## src/rtl/ps2_rx_fifo.sv

```systemverilog
// PS/2 device-to-host receiver with a small byte FIFO.
// Deserialises 11-bit frames from the raw ps2_clk/ps2_data pins, validates
// start/parity/stop, aborts stalled frames on a timeout, and queues good
// scan-code bytes for a downstream consumer using a ready/nextdata_n handshake.
module ps2_rx_fifo #(
  parameter int FIFO_DEPTH     = 8,
  parameter int TIMEOUT_CYCLES = 50000
) (
  input  logic       clk,
  input  logic       rstn,
  input  logic       ps2_clk,
  input  logic       ps2_data,
  input  logic       nextdata_n,
  output logic [7:0] data,
  output logic       ready,
  output logic       overflow,
  output logic       frame_err
);

  localparam int AW = (FIFO_DEPTH > 1) ? $clog2(FIFO_DEPTH) : 1;
  localparam int PW = AW + 1;
  localparam int TW = (TIMEOUT_CYCLES > 2) ? $clog2(TIMEOUT_CYCLES) : 1;
  localparam logic [TW-1:0] TO_LAST = TW'(TIMEOUT_CYCLES - 1);
  localparam logic [3:0]    BIT_STOP = 4'd10;

  // Pin synchronisers: [0],[1] are the two sync stages, clk_sync[2] is history.
  logic [2:0] clk_sync_q, clk_sync_d;
  logic [1:0] dat_sync_q, dat_sync_d;

  // Frame reception state.
  logic [3:0]    bit_cnt_q, bit_cnt_d;
  logic [9:0]    shreg_q, shreg_d;
  logic [TW-1:0] to_cnt_q, to_cnt_d;

  // FIFO state.
  logic [PW-1:0] wr_ptr_q, wr_ptr_d;
  logic [PW-1:0] rd_ptr_q, rd_ptr_d;
  logic [7:0]    mem_q [FIFO_DEPTH];
  logic [7:0]    mem_d [FIFO_DEPTH];
  logic          ovf_q, ovf_d;
  logic          ferr_q, ferr_d;

  logic fall;
  logic data_s;
  logic frame_done;
  logic frame_ok;
  logic timeout;
  logic empty;
  logic full;
  logic pop;
  logic push;
  logic drop;

  assign fall   = clk_sync_q[2] & ~clk_sync_q[1];
  assign data_s = dat_sync_q[1];

  // Shift raw pins through the synchroniser chains.
  always_comb begin
    clk_sync_d = {clk_sync_q[1:0], ps2_clk};
    dat_sync_d = {dat_sync_q[0], ps2_data};
  end

  // Bit counting, shifting, end-of-frame check and stall timeout.
  // The shift register fills from the top, so after bits 0..9 it holds
  // {parity, D7..D0, start}; the stop bit is taken straight from the pin.
  always_comb begin
    bit_cnt_d  = bit_cnt_q;
    shreg_d    = shreg_q;
    to_cnt_d   = to_cnt_q;
    frame_done = 1'b0;
    frame_ok   = 1'b0;
    timeout    = 1'b0;
    if (fall) begin
      to_cnt_d = '0;
      if (bit_cnt_q == BIT_STOP) begin
        bit_cnt_d  = 4'd0;
        frame_done = 1'b1;
        frame_ok   = ~shreg_q[0] & data_s & (^shreg_q[9:1]);
      end else begin
        shreg_d   = {data_s, shreg_q[9:1]};
        bit_cnt_d = bit_cnt_q + 4'd1;
      end
    end else if (bit_cnt_q != 4'd0) begin
      if (to_cnt_q == TO_LAST) begin
        timeout   = 1'b1;
        bit_cnt_d = 4'd0;
        to_cnt_d  = '0;
      end else begin
        to_cnt_d = to_cnt_q + TW'(1);
      end
    end
  end

  assign empty = (wr_ptr_q == rd_ptr_q);
  assign full  = (wr_ptr_q[AW-1:0] == rd_ptr_q[AW-1:0]) &&
                 (wr_ptr_q[AW] != rd_ptr_q[AW]);

  // FIFO push/pop, overflow flag and error pulse.
  // A push into a full FIFO is allowed when a pop frees the head slot in the
  // same cycle; the head is read before the edge, so the overwrite is safe.
  always_comb begin
    pop      = ~nextdata_n & ~empty;
    push     = frame_done & frame_ok & (~full | pop);
    drop     = frame_done & frame_ok & full & ~pop;
    mem_d    = mem_q;
    if (push) begin
      mem_d[wr_ptr_q[AW-1:0]] = shreg_q[8:1];
    end
    wr_ptr_d = wr_ptr_q + PW'(push);
    rd_ptr_d = rd_ptr_q + PW'(pop);
    ovf_d    = ovf_q;
    if (drop) begin
      ovf_d = 1'b1;
    end else if (pop) begin
      ovf_d = 1'b0;
    end
    ferr_d   = (frame_done & ~frame_ok) | timeout;
  end

  // Control registers with synchronous active-low reset; sync chains idle high.
  always_ff @(posedge clk) begin
    if (!rstn) begin
      clk_sync_q <= 3'b111;
      dat_sync_q <= 2'b11;
      bit_cnt_q  <= 4'd0;
      shreg_q    <= '0;
      to_cnt_q   <= '0;
      wr_ptr_q   <= '0;
      rd_ptr_q   <= '0;
      ovf_q      <= 1'b0;
      ferr_q     <= 1'b0;
    end else begin
      clk_sync_q <= clk_sync_d;
      dat_sync_q <= dat_sync_d;
      bit_cnt_q  <= bit_cnt_d;
      shreg_q    <= shreg_d;
      to_cnt_q   <= to_cnt_d;
      wr_ptr_q   <= wr_ptr_d;
      rd_ptr_q   <= rd_ptr_d;
      ovf_q      <= ovf_d;
      ferr_q     <= ferr_d;
    end
  end

  // FIFO storage is deliberately left unreset.
  always_ff @(posedge clk) begin
    mem_q <= mem_d;
  end

  assign ready     = ~empty;
  assign data      = empty ? 8'h00 : mem_q[rd_ptr_q[AW-1:0]];
  assign overflow  = ovf_q;
  assign frame_err = ferr_q;

endmodule
```

## config.mk

```make
export PLATFORM = sky130hd
export DESIGN_NAME = ps2_rx_fifo
export DESIGN_NICKNAME = d
export VERILOG_FILES = /design/src/rtl/ps2_rx_fifo.sv
export SDC_FILE = /design/constraint.sdc
export NUM_CORES = 1
export LEC_CHECK = 0
export BUFFER_PORTS_ARGS = -buffer_cell sky130_fd_sc_hd__buf_2
export CAP_MARGIN = 0
export CORE_UTILIZATION = 50
export CTS_BUF_LIST = sky130_fd_sc_hd__clkbuf_8
export DETAILED_ROUTE_END_ITERATION = 12
export GPL_TIMING_DRIVEN = 0
export PLACE_DENSITY_LB_ADDON = 0.15
export SETUP_SLACK_MARGIN = 0.15
export SYNTH_ARGS = -nofsm -noshare
export SYNTH_HDL_FRONTEND = slang
export SYNTH_SLANG_ARGS = --single-unit
```

## constraint.sdc

```tcl
create_clock -name clk -period 7.3 [get_ports clk]
set_clock_uncertainty 0.15 [all_clocks]
set_input_delay 0.73 -clock clk [delete_from_list [all_inputs] [get_ports clk]]
set_output_delay 0.73 -clock clk [all_outputs]
set_load 0.01 [all_outputs]
```

==> results of run 1 <==
[worst register-to-register path, stage by stage, from the launching register on]
cell,delay (ns)
dfxtp_1,0.62
xnor2_1,0.17
xnor3_1,0.46
xnor2_2,0.27
nand4b_2,0.20
nor2_1,0.67
[synthesized netlist by cell type, types with 3 or more instances]
library cell	instances
edfxtp_1	64
dfxtp_1	45
nor2_1	41
nand2_1	34
xor2_1	19
mux4_2	16
a21oi_1	11
nand3_1	11
mux2i_1	10
ha_1	8
nand2b_1	8
xnor2_1	8
and2_1	6
nor3_1	6
buf_2	5
inv_1	5
nand4_1	4
a31oi_1	3
and3_1	3
buf_1	3
clkbuf_1	3
[metal layers]
layer,track usage [%],wire (um),vias to the layer above
li1,-,-,1263
met4,6.45,91,0
met3,2.37,123,8
met5,0,0,-
met2,30.2,3880,29
met1,24.6,3740,1254
[logic make-up after synthesis]
family	synth area share (%)
multiplexers	10.1
buffers and inverters	1.71
flip-flops	62.1
adder cells (fa/ha/maj)	2.20
AO/OA/AOI/OAI	2.29
XOR/XNOR	6.42
AND/OR/NAND/NOR	15.1
[power by group through the flow]
stage	Combinational (mW)	Sequential, mW	Clock, mW
3_3_place_gp	0.0162	0.661	0
2_1_floorplan	0.0119	0.661	0
4_1_cts	0.0166	0.647	0.382
6_report	0.0162	0.647	0.372
3_5_place_dp	0.0165	0.661	0
5_1_grt	0.0184	0.647	0.405
[worst min path at each step]
stage | startpoint | endpoint | cells after the start
finish | clk_sync_q[0] | clk_sync_q[1] | 1
global route | clk_sync_q[0] | clk_sync_q[1] | 1
CTS | clk_sync_q[0] | clk_sync_q[1] | 1
detailed placement | clk_sync_q[0] | clk_sync_q[1] | 1
global placement | clk_sync_q[0] | clk_sync_q[1] | 1
floorplan | clk_sync_q[0] | clk_sync_q[1] | 1
[through the flow]
step	instances	cell area, um2	utilization (%)	hold WS, ns
final	476	4960	56.6	0.285
after CTS	476	4960	56.6	0.294
after floorplan	337	4540	-	0.236
after global placement	460	4750	54.3	0.253
after detailed placement	460	4750	54.3	0.257
after global routing	476	4960	56.6	0.330
[final cells by class]
cell class	count	share of cell area, %
clock buffers	9	2.50
inverters	6	0.454
well taps	108	2.72
multi-input cells	210	33.1
repair buffers	15	1.51
clock inverters	7	1.69
flip-flops and latches	109	56.9
plain buffers	12	1.11
[registers in the layout, indices dropped and copies added, names as in the netlist]
name,count
bit_cnt_q,4
clk_sync_q,3
dat_sync_q,2
frame_err,1
mem_q,64
overflow,1
rd_ptr_q,4
shreg_q,10
to_cnt_q,16
wr_ptr_q,4
==> results.sh, run 1 <==
export IMPL_status="finished, final reports clean"
export IMPL_setup_violations=0
export IMPL_path_max_fanout=10
export IMPL_r2r_end="mem_q[30]"
export IMPL_synth_distinct_cells=40
export IMPL_ctsRootBufferMaster="clkbuf_8"
export IMPL_synth_warnings=0
export IMPL_cap_violations=0
export IMPL_rsz0062_at_grt="no"
export IMPL_pwr_share_comb_pct=1.6
export IMPL_grtUsageTotal_pct=18.1
export IMPL_die_y_um=97.3
export IMPL_synth_seq_cells=109
export IMPL_htreeDepth=3
export IMPL_postCtsHoldBufs=0
export IMPL_n_antenna_cell=0
export IMPL_antenna_found_initial=0
export IMPL_cts_setup_buffers=0
export IMPL_layout_drive_gt1_share_pct=17.9
export IMPL_syn_avg_cell_area_um2=13.5
export IMPL_syn_nets=350
export IMPL_clock_sinks=109
export IMPL_synthFlopType="edfxtp_1"
export IMPL_via_per_inst=5.37
export IMPL_pwr_share_clk_pct=35.9
export IMPL_required_ns=6.42
export IMPL_r2r_worst_path_cells=5
export IMPL_initial_core_util_pct=51.9
export IMPL_drt_total_wl_um=7830
export IMPL_worstSetupPathType="flop to output port"
export IMPL_period_needed_ns=3.22
export IMPL_path_delay_family="buffers and inverters"
export IMPL_ys_seq_area_share_pct=62.1
export IMPL_worst_slack_ns=4.08
export IMPL_wl_per_cell_um=16.5
export IMPL_cp_depth=6
export IMPL_crit_path_end_kind="output port"
export IMPL_clock_latency_ns=0.36
export IMPL_power_switching_uw=220
export IMPL_core_area_um2=8760
export IMPL_hold_viol_final=0
export IMPL_power_density_nw_per_um2=209
export IMPL_regArea_um2=2820
export IMPL_slew_viol_final=0
export IMPL_overflow=0
export IMPL_cp_endpoint="data[7]"
export IMPL_crit_slowest_cell="buf_1"
export IMPL_gp_congestion=0.741
export IMPL_drtAntennaViolNets=0
export IMPL_first_global_vias=2601
export IMPL_vdd_drop_max_uv=109
export IMPL_post_place_ws_ns=4.39
export IMPL_cpMostUsedCell="buf_2"
export IMPL_async_flop_share_pct=0
export IMPL_hp_class="flop to flop"
export IMPL_path_cells="buf_2 > buf_1 > mux4_2 > mux2i_1 > nor2_1 > buf_2"
export IMPL_via_count=2554
export IMPL_synth_top_area_share_pct=42.3
export IMPL_arrival_ns=2.34
export IMPL_cts_tree="built"
export IMPL_yosys_area_top_type="edfxtp_1"
export IMPL_multi_input_area_um2=1640
export IMPL_worst_setup_path_start_kind="flop"
export IMPL_tns_ns=0
export IMPL_max_stage_delay_ns=0.53
export IMPL_die_w_um=97.3
export IMPL_critPathBufInv=3
export IMPL_dpl_hpwl_um=5490
export IMPL_area_delta_synth_final_pct=9.20
export IMPL_internal_power_uw=815
export IMPL_core_rowCount=34
export IMPL_layout_nets=376
export IMPL_leakage_nw=1.78
export IMPL_final_common_cell="edfxtp_1"
export IMPL_timing_fmax_mhz=311
export IMPL_cts_resized=0
export IMPL_grt_max_degree=20
export IMPL_postSynthCellCount=337
export IMPL_cts_max_path_buffers=2
export IMPL_ios=16
export IMPL_period_share_pct=44.1
export IMPL_yosys_top_cells_area="edfxtp_1, dfxtp_1, mux4_2"
export IMPL_io_buffers=15
export IMPL_nFillCells=742
export IMPL_relSlewSlack_pct=46.1
export IMPL_p_seq_share_pct=62.5
export IMPL_post_synth_instance_area_um2=4540
export IMPL_worst_r2r_setup_slack_ns=4.40
export IMPL_final_cell_mix="edfxtp_1, dfxtp_1, nor2_1"
export IMPL_p_sw_share_pct=21.3
export IMPL_die_area_um2=9470
export IMPL_r2r_start="shreg_q[3]"
export IMPL_drc=0
export IMPL_cts_buffers=9
export IMPL_dr_pass1_iters=4
export IMPL_grt_pass1_wl_um=13200
export IMPL_clkTransAtPathRegs_ns=0.11
export IMPL_total_power_mw=1.04
export IMPL_tightest_slew_ns=0.805
export IMPL_first_iter_violations=91
export IMPL_critPathLaunch="rd_ptr_q[1]"
export IMPL_synth_edff_count=64
Power figures use the tool's default switching activity.
==> run 2, diff against run 1 <==
==> constraint.sdc (replaced) <==
create_clock -name clk -period 2.59 [get_ports clk]
set_clock_uncertainty 0.15 [all_clocks]
set_input_delay 0.259 -clock clk [delete_from_list [all_inputs] [get_ports clk]]
set_output_delay 0.259 -clock clk [all_outputs]
set_load 0.01 [all_outputs]
==> run 2 against run 1 <==
Effect of this change: worst setup slack got worse by 3.8 ns; worst hold slack lost 0.18 ns; sequential power grew to 2.8 times the previous value; cell count rose by 2.5%; routed wire length increased by 3.0%; die area stayed put; critical path type unchanged.
==> results.sh, run 2 (synthesis results as in run 1) <==
export IMPL_status="finished, final reports clean"
export IMPL_antenna_found_initial=0
export IMPL_r2r_start="shreg_q[3]"
export IMPL_drt_total_wl_um=8070
export IMPL_final_util_pct=59.5
export IMPL_pwr_share_comb_pct=1.8
export IMPL_vdd_drop_max_uv=302
export IMPL_tightest_slew_ns=0.783
export IMPL_min_from="nextdata_n"
export IMPL_timing_fmax_mhz=429
export IMPL_slew_viol_final=0
export IMPL_required_ns=2.18
export IMPL_period_needed_ns=2.33
export IMPL_via_count=2620
export IMPL_path_max_fanout=10
export IMPL_io_buffers=15
export IMPL_internal_power_mw=2.30
export IMPL_hold_path_depth=3
export IMPL_regMostFlops="mem_q"
export IMPL_largest_register_ffs=64
export IMPL_holdWs_ns=0.101
export IMPL_hp_class="input port to flop"
export IMPL_grt_pass1_wl_um=13500
export IMPL_dpl_hpwl_um=5490
export IMPL_power_switching_uw=623
export IMPL_cts_tree="built"
export IMPL_period_share_pct=90.0
export IMPL_numPlacedInstances=460
export IMPL_final_cell_mix="edfxtp_1, dfxtp_1, nor2_1"
export IMPL_first_iter_violations=113
export IMPL_layout_drive_gt1_share_pct=24.2
export IMPL_ctsRootBufferMaster="clkbuf_8"
export IMPL_grt_max_degree=20
export IMPL_cts_buffers=9
export IMPL_leakage_nw=1.88
export IMPL_final_common_cell="edfxtp_1"
export IMPL_worst_r2r_setup_slack_ns=0.27
export IMPL_drtAntennaViolNets=0
export IMPL_reg_top3="mem_q: 64 flops, to_cnt_q: 16 flops, shreg_q: 10 flops"
export IMPL_core_area_um2=8760
export IMPL_n_antenna_cell=0
export IMPL_first_global_vias=2647
export IMPL_dr_pass1_iters=4
export IMPL_rsz0062_at_grt="no"
export IMPL_die_y_um=97.3
export IMPL_core_rowCount=34
export IMPL_p_seq_share_pct=62.3
export IMPL_clkTransAtPathRegs_ns=0.10
export IMPL_worst_slack_ns=0.259
export IMPL_relSlewSlack_pct=47.8
export IMPL_worstSetupPathType="flop to output port"
export IMPL_hold_viol_final=0
export IMPL_crit_path_end_kind="output port"
export IMPL_post_place_ws_ns=-0.323
export IMPL_cts_max_path_buffers=2
export IMPL_r2r_worst_path_cells=7
export IMPL_p_sw_share_pct=21.3
export IMPL_drc=0
export IMPL_wl_per_cell_um=16.5
export IMPL_power_density_nw_per_um2=560
export IMPL_ios=16
export IMPL_grtUsageTotal_pct=18.6
export IMPL_pwr_share_clk_pct=35.9
export IMPL_clock_latency_ns=0.36
export IMPL_nFillCells=710
export IMPL_arrival_ns=1.92
export IMPL_total_power_mw=2.92
export IMPL_layout_nets=388
export IMPL_via_per_inst=5.37
export IMPL_cap_violations=0
export IMPL_area_delta_synth_final_pct=14.8
export IMPL_initial_core_util_pct=51.9
export IMPL_gp_congestion=0.741
export IMPL_r2r_end="mem_q[54]"
export IMPL_instances_no_fill=488
export IMPL_die_area_um2=9470
export IMPL_htreeDepth=3
export IMPL_min_delay_worst_endpoint="overflow"
export IMPL_worst_setup_path_start_kind="flop"
export IMPL_setup_violations=0
export IMPL_die_w_um=97.3
export IMPL_clock_sinks=109
export IMPL_overflow=0
## run 2: changes by cell type in the layout (fill, tap and decap cells not counted), moves of 3 or more
| cell | change |
|---|---|
| buf_12 | +3 |
| buf_4 | +7 |
| dfxtp_1 | -9 |
| dfxtp_2 | +5 |
| dfxtp_4 | +4 |
| dlygate4sd3_1 | +3 |
| nor2_1 | -6 |
| nor2_4 | +6 |
## run 2: how the worst max path moves through the flow
stage	end	startpoint	slack, ns	cells past startpoint
6_report	data[4]	rd_ptr_q[0]	0.26	6
5_1_grt	mem_q[58]	bit_cnt_q[0]	0.15	8
4_1_cts	wr_ptr_q[1]	shreg_q[4]	0.17	8
3_3_place_gp	mem_q[27]	shreg_q[3]	-0.27	5
2_1_floorplan	mem_q[10]	shreg_q[4]	0.23	5
3_5_place_dp	mem_q[26]	shreg_q[3]	-0.32	5
## run 2: worst max-delay path: stages, from the launching register on
cell and delay (ns):
dfxtp_1 0.37, buf_6 0.14, buf_12 0.15, mux4_2 0.51, mux2i_1 0.18, nor2_1 0.07, buf_2 0.14
## run 2: power by group through the flow
stage | sequential, mW | combinational, mW | clock [mW]
2_1_floorplan | 1.86 | 0.0337 | 0
3_3_place_gp | 1.86 | 0.0458 | 0
3_5_place_dp | 1.86 | 0.0466 | 0
4_1_cts | 1.82 | 0.0523 | 1.08
5_1_grt | 1.82 | 0.0585 | 1.14
6_report | 1.82 | 0.0522 | 1.05
## run 2: metal layers
| metal | up-vias | global-route usage [%] | routed length (um) |
|---|---|---|---|
| met4 | 0 | 7.35 | 98 |
| li1 | 1284 | - | - |
| met5 | - | 0 | 0 |
| met2 | 41 | 31.1 | 4040 |
| met1 | 1287 | 24.8 | 3750 |
| met3 | 8 | 2.37 | 183 |
## run 2: area by class of cell
class                           instances  area [um2]  share of cell area (%)
Timing Repair Buffer                   27         198                    3.79
Multi-Input combinational cell        210        1730                    33.2
Tap cell                              108         135                    2.59
Clock buffer                            9         124                    2.37
Clock inverter                          7        83.8                    1.61
Inverter                                6        22.5                   0.432
Buffer                                 12        80.1                    1.53
Sequential cell                       109        2840                    54.5
## run 2: stage by stage
step | area, um2 | setup TNS (ns)
after floorplan | 4540 | 0
after global placement | 4750 | -14.39
after detailed placement | 4750 | -16.52
after CTS | 5160 | 0
after global routing | 5220 | 0
final | 5220 | 0
## run 2: what timing repair did
action / CTS / global route
pin swaps: 4 / 2
hold buffers: 3 / 0
setup endpoints to repair: 79 / 89
gates resized for setup: 28 / 11
buffers inserted: 5 / 4
hold endpoints to repair: 4 / 0
cloned: 0 / 0
==> run 3, diff against run 2 <==
--- a/config.mk
+++ b/config.mk
@@ -7,6 +7,7 @@
 export LEC_CHECK = 0
 export BUFFER_PORTS_ARGS = -buffer_cell sky130_fd_sc_hd__buf_2
 export CAP_MARGIN = 0
+export CORE_ASPECT_RATIO = 1.75
 export CORE_UTILIZATION = 50
 export CTS_BUF_LIST = sky130_fd_sc_hd__clkbuf_8
 export DETAILED_ROUTE_END_ITERATION = 12
==> run 3 against run 2 <==
Effect of this change: core utilization grew 1.0 points; worst setup slack worse by 0.030 ns; worst hold slack got worse by 0.028 ns; routed wire length up 3.4%; first-iteration DRC count grew 49%; count of clock-buffer cells in the layout unchanged; register-to-register slack worse by 0.04 ns; largest power group unchanged; highest routed layer unchanged.
==> results.sh, run 3 (synthesis results as in run 1) <==
export IMPL_status="finished, final reports clean"
export IMPL_fin_area_um2=5290
export IMPL_hp_class="input port to flop"
export IMPL_initial_core_util_pct=52.1
export IMPL_grt_pass1_wl_um=13400
export IMPL_cts_max_path_buffers=2
export IMPL_worst_r2r_setup_slack_ns=0.23
export IMPL_clock_sinks=109
export IMPL_path_max_fanout=4
export IMPL_drtAntennaViolNets=0
export IMPL_n_antenna_cell=0
export IMPL_ios=16
export IMPL_p_seq_share_pct=63.1
export IMPL_tightest_slew_ns=0.848
export IMPL_multi_input_area_um2=1750
export IMPL_first_global_vias=2699
export IMPL_htreeDepth=3
export IMPL_ctsRootBufferMaster="clkbuf_8"
export IMPL_numPlacedInstances=469
export IMPL_drt_total_wl_um=8350
export IMPL_crit_path_end_kind="flop"
export IMPL_power_density_nw_per_um2=545
export IMPL_clkTransAtPathRegs_ns=0.10
export IMPL_rsz0062_at_grt="no"
export IMPL_critPathBufInv=1
export IMPL_crit_slowest_cell="xnor3_2"
export IMPL_io_buffers=15
export IMPL_final_common_cell="edfxtp_1"
export IMPL_first_iter_violations=168
export IMPL_hold_viol_final=0
export IMPL_hold_path_depth=3
export IMPL_final_util_pct=60.6
export IMPL_leakage_nw=1.93
export IMPL_required_ns=2.53
export IMPL_overflow=0
export IMPL_regMostFlops="mem_q"
export IMPL_power_switching_uw=602
export IMPL_instances_no_fill=504
export IMPL_path_cells="xnor2_2 > xnor3_2 > xnor2_4 > nand4_4 > nor3_4 > buf_4"
export IMPL_arrival_ns=2.30
export IMPL_reg_top3="mem_q: 64 flops, to_cnt_q: 16 flops, shreg_q: 10 flops"
export IMPL_via_count=2647
export IMPL_area_delta_synth_final_pct=16.3
export IMPL_worstSetupPathType="flop to flop"
export IMPL_cap_violations=0
export IMPL_largest_register_ffs=64
export IMPL_clock_latency_ns=0.37
export IMPL_drc=0
export IMPL_via_per_inst=5.25
export IMPL_wl_per_cell_um=16.6
export IMPL_placed_cell_area_um2=4770
export IMPL_die_y_um=128
export IMPL_setup_violations=0
export IMPL_die_w_um=74.1
export IMPL_internal_power_mw=2.28
export IMPL_pwr_share_comb_pct=1.8
export IMPL_r2r_worst_path_cells=6
export IMPL_slew_viol_final=0
export IMPL_die_area_um2=9490
export IMPL_core_rowCount=45
export IMPL_min_delay_worst_endpoint="overflow"
export IMPL_cts_tree="built"
export IMPL_nFillCells=695
export IMPL_regArea_um2=2850
export IMPL_dr_pass1_iters=4
export IMPL_r2r_end="mem_q[49]"
export IMPL_tns_ns=0
export IMPL_pwr_share_clk_pct=35.0
export IMPL_layout_nets=395
export IMPL_antenna_found_initial=0
export IMPL_p_sw_share_pct=20.9
export IMPL_r2r_start="shreg_q[5]"
export IMPL_dpl_hpwl_um=5730
export IMPL_worst_setup_path_start_kind="flop"
export IMPL_core_area_um2=8730
export IMPL_timing_fmax_mhz=424
export IMPL_gp_congestion=0.752
export IMPL_grtUsageTotal_pct=19.7
export IMPL_final_cell_mix="edfxtp_1, dfxtp_1, nor2_1"
export IMPL_period_share_pct=91.2
export IMPL_grt_max_degree=18
export IMPL_cts_buffers=9
export IMPL_min_from="nextdata_n"
export IMPL_vdd_drop_max_uv=395
export IMPL_period_needed_ns=2.36
export IMPL_total_power_mw=2.88
export IMPL_path_delay_family="XOR/XNOR gates"
export IMPL_max_stage_delay_ns=0.48
export IMPL_layout_drive_gt1_share_pct=25.6
export IMPL_relSlewSlack_pct=43.5
## run 3: changes by cell type in the layout (fill, tap and decap cells not counted), sizes merged
| cell | previous run | this run |
|---|---|---|
| inv | 7 | 8 |
| clkinvlp | 3 | 0 |
| clkinv | 2 | 4 |
| buf | 32 | 39 |
## run 3: power by group through the flow
stage                     registers [mW]  clock network [mW]  logic [mW]
after global placement              1.86                   0      0.0469
final                               1.82                1.01      0.0527
after floorplan                     1.86                   0      0.0337
after CTS                           1.82                1.02      0.0539
after global routing                1.82                1.09      0.0594
after detailed placement            1.86                   0      0.0480
## run 3: routing by layer
| layer | share of wire, % | global-route usage, % | vias up |
|---|---|---|---|
| li1 | - | - | 1301 |
| met1 | 40 | 21.7 | 1310 |
| met2 | 57 | 36.3 | 26 |
| met3 | 2.1 | 4.25 | 10 |
| met4 | 1.5 | 6.79 | 0 |
| met5 | 0 | 0 | - |
## run 3: through the flow
| step | hold WS, ns | setup slack (ns) |
|---|---|---|
| floorplan | 0.182 | 0.229 |
| CTS | 0.0619 | 0.155 |
| detailed placement | 0.250 | -0.443 |
| finish | 0.0728 | 0.229 |
| global placement | 0.242 | -0.399 |
| global route | 0.111 | 0.145 |
## run 3: what timing repair did
action,4_1_cts,5_1_grt
pin swaps,9,5
setup endpoints to repair,80,64
buffers inserted,12,4
hold buffers,3,0
hold endpoints to repair,4,0
resized for setup,32,14
## run 3: layout make-up
type / count / share of cell area, %
plain buffers: 12 / 1.59
clock buffers: 9 / 2.34
clock inverters: 7 / 1.28
inverters: 6 / 0.426
multi-input cells: 210 / 33.2
flip-flops and latches: 109 / 53.9
well taps: 117 / 2.77
repair buffers: 34 / 4.50
## run 3: worst min-delay path: cells and delay by family
family | cells | cell delay (ns)
compound gates | 1 | 0.12
buf+inv | 1 | 0.09
simple gates | 1 | 0.08
## run 3: worst max-delay path by stage
stage | startpoint | end | cells past startpoint
6_report | shreg_q[5] | mem_q[49] | 6
5_1_grt | shreg_q[5] | mem_q[59] | 6
4_1_cts | shreg_q[4] | mem_q[59] | 6
3_5_place_dp | shreg_q[4] | mem_q[54] | 5
3_3_place_gp | shreg_q[4] | mem_q[47] | 5
2_1_floorplan | shreg_q[4] | mem_q[10] | 5
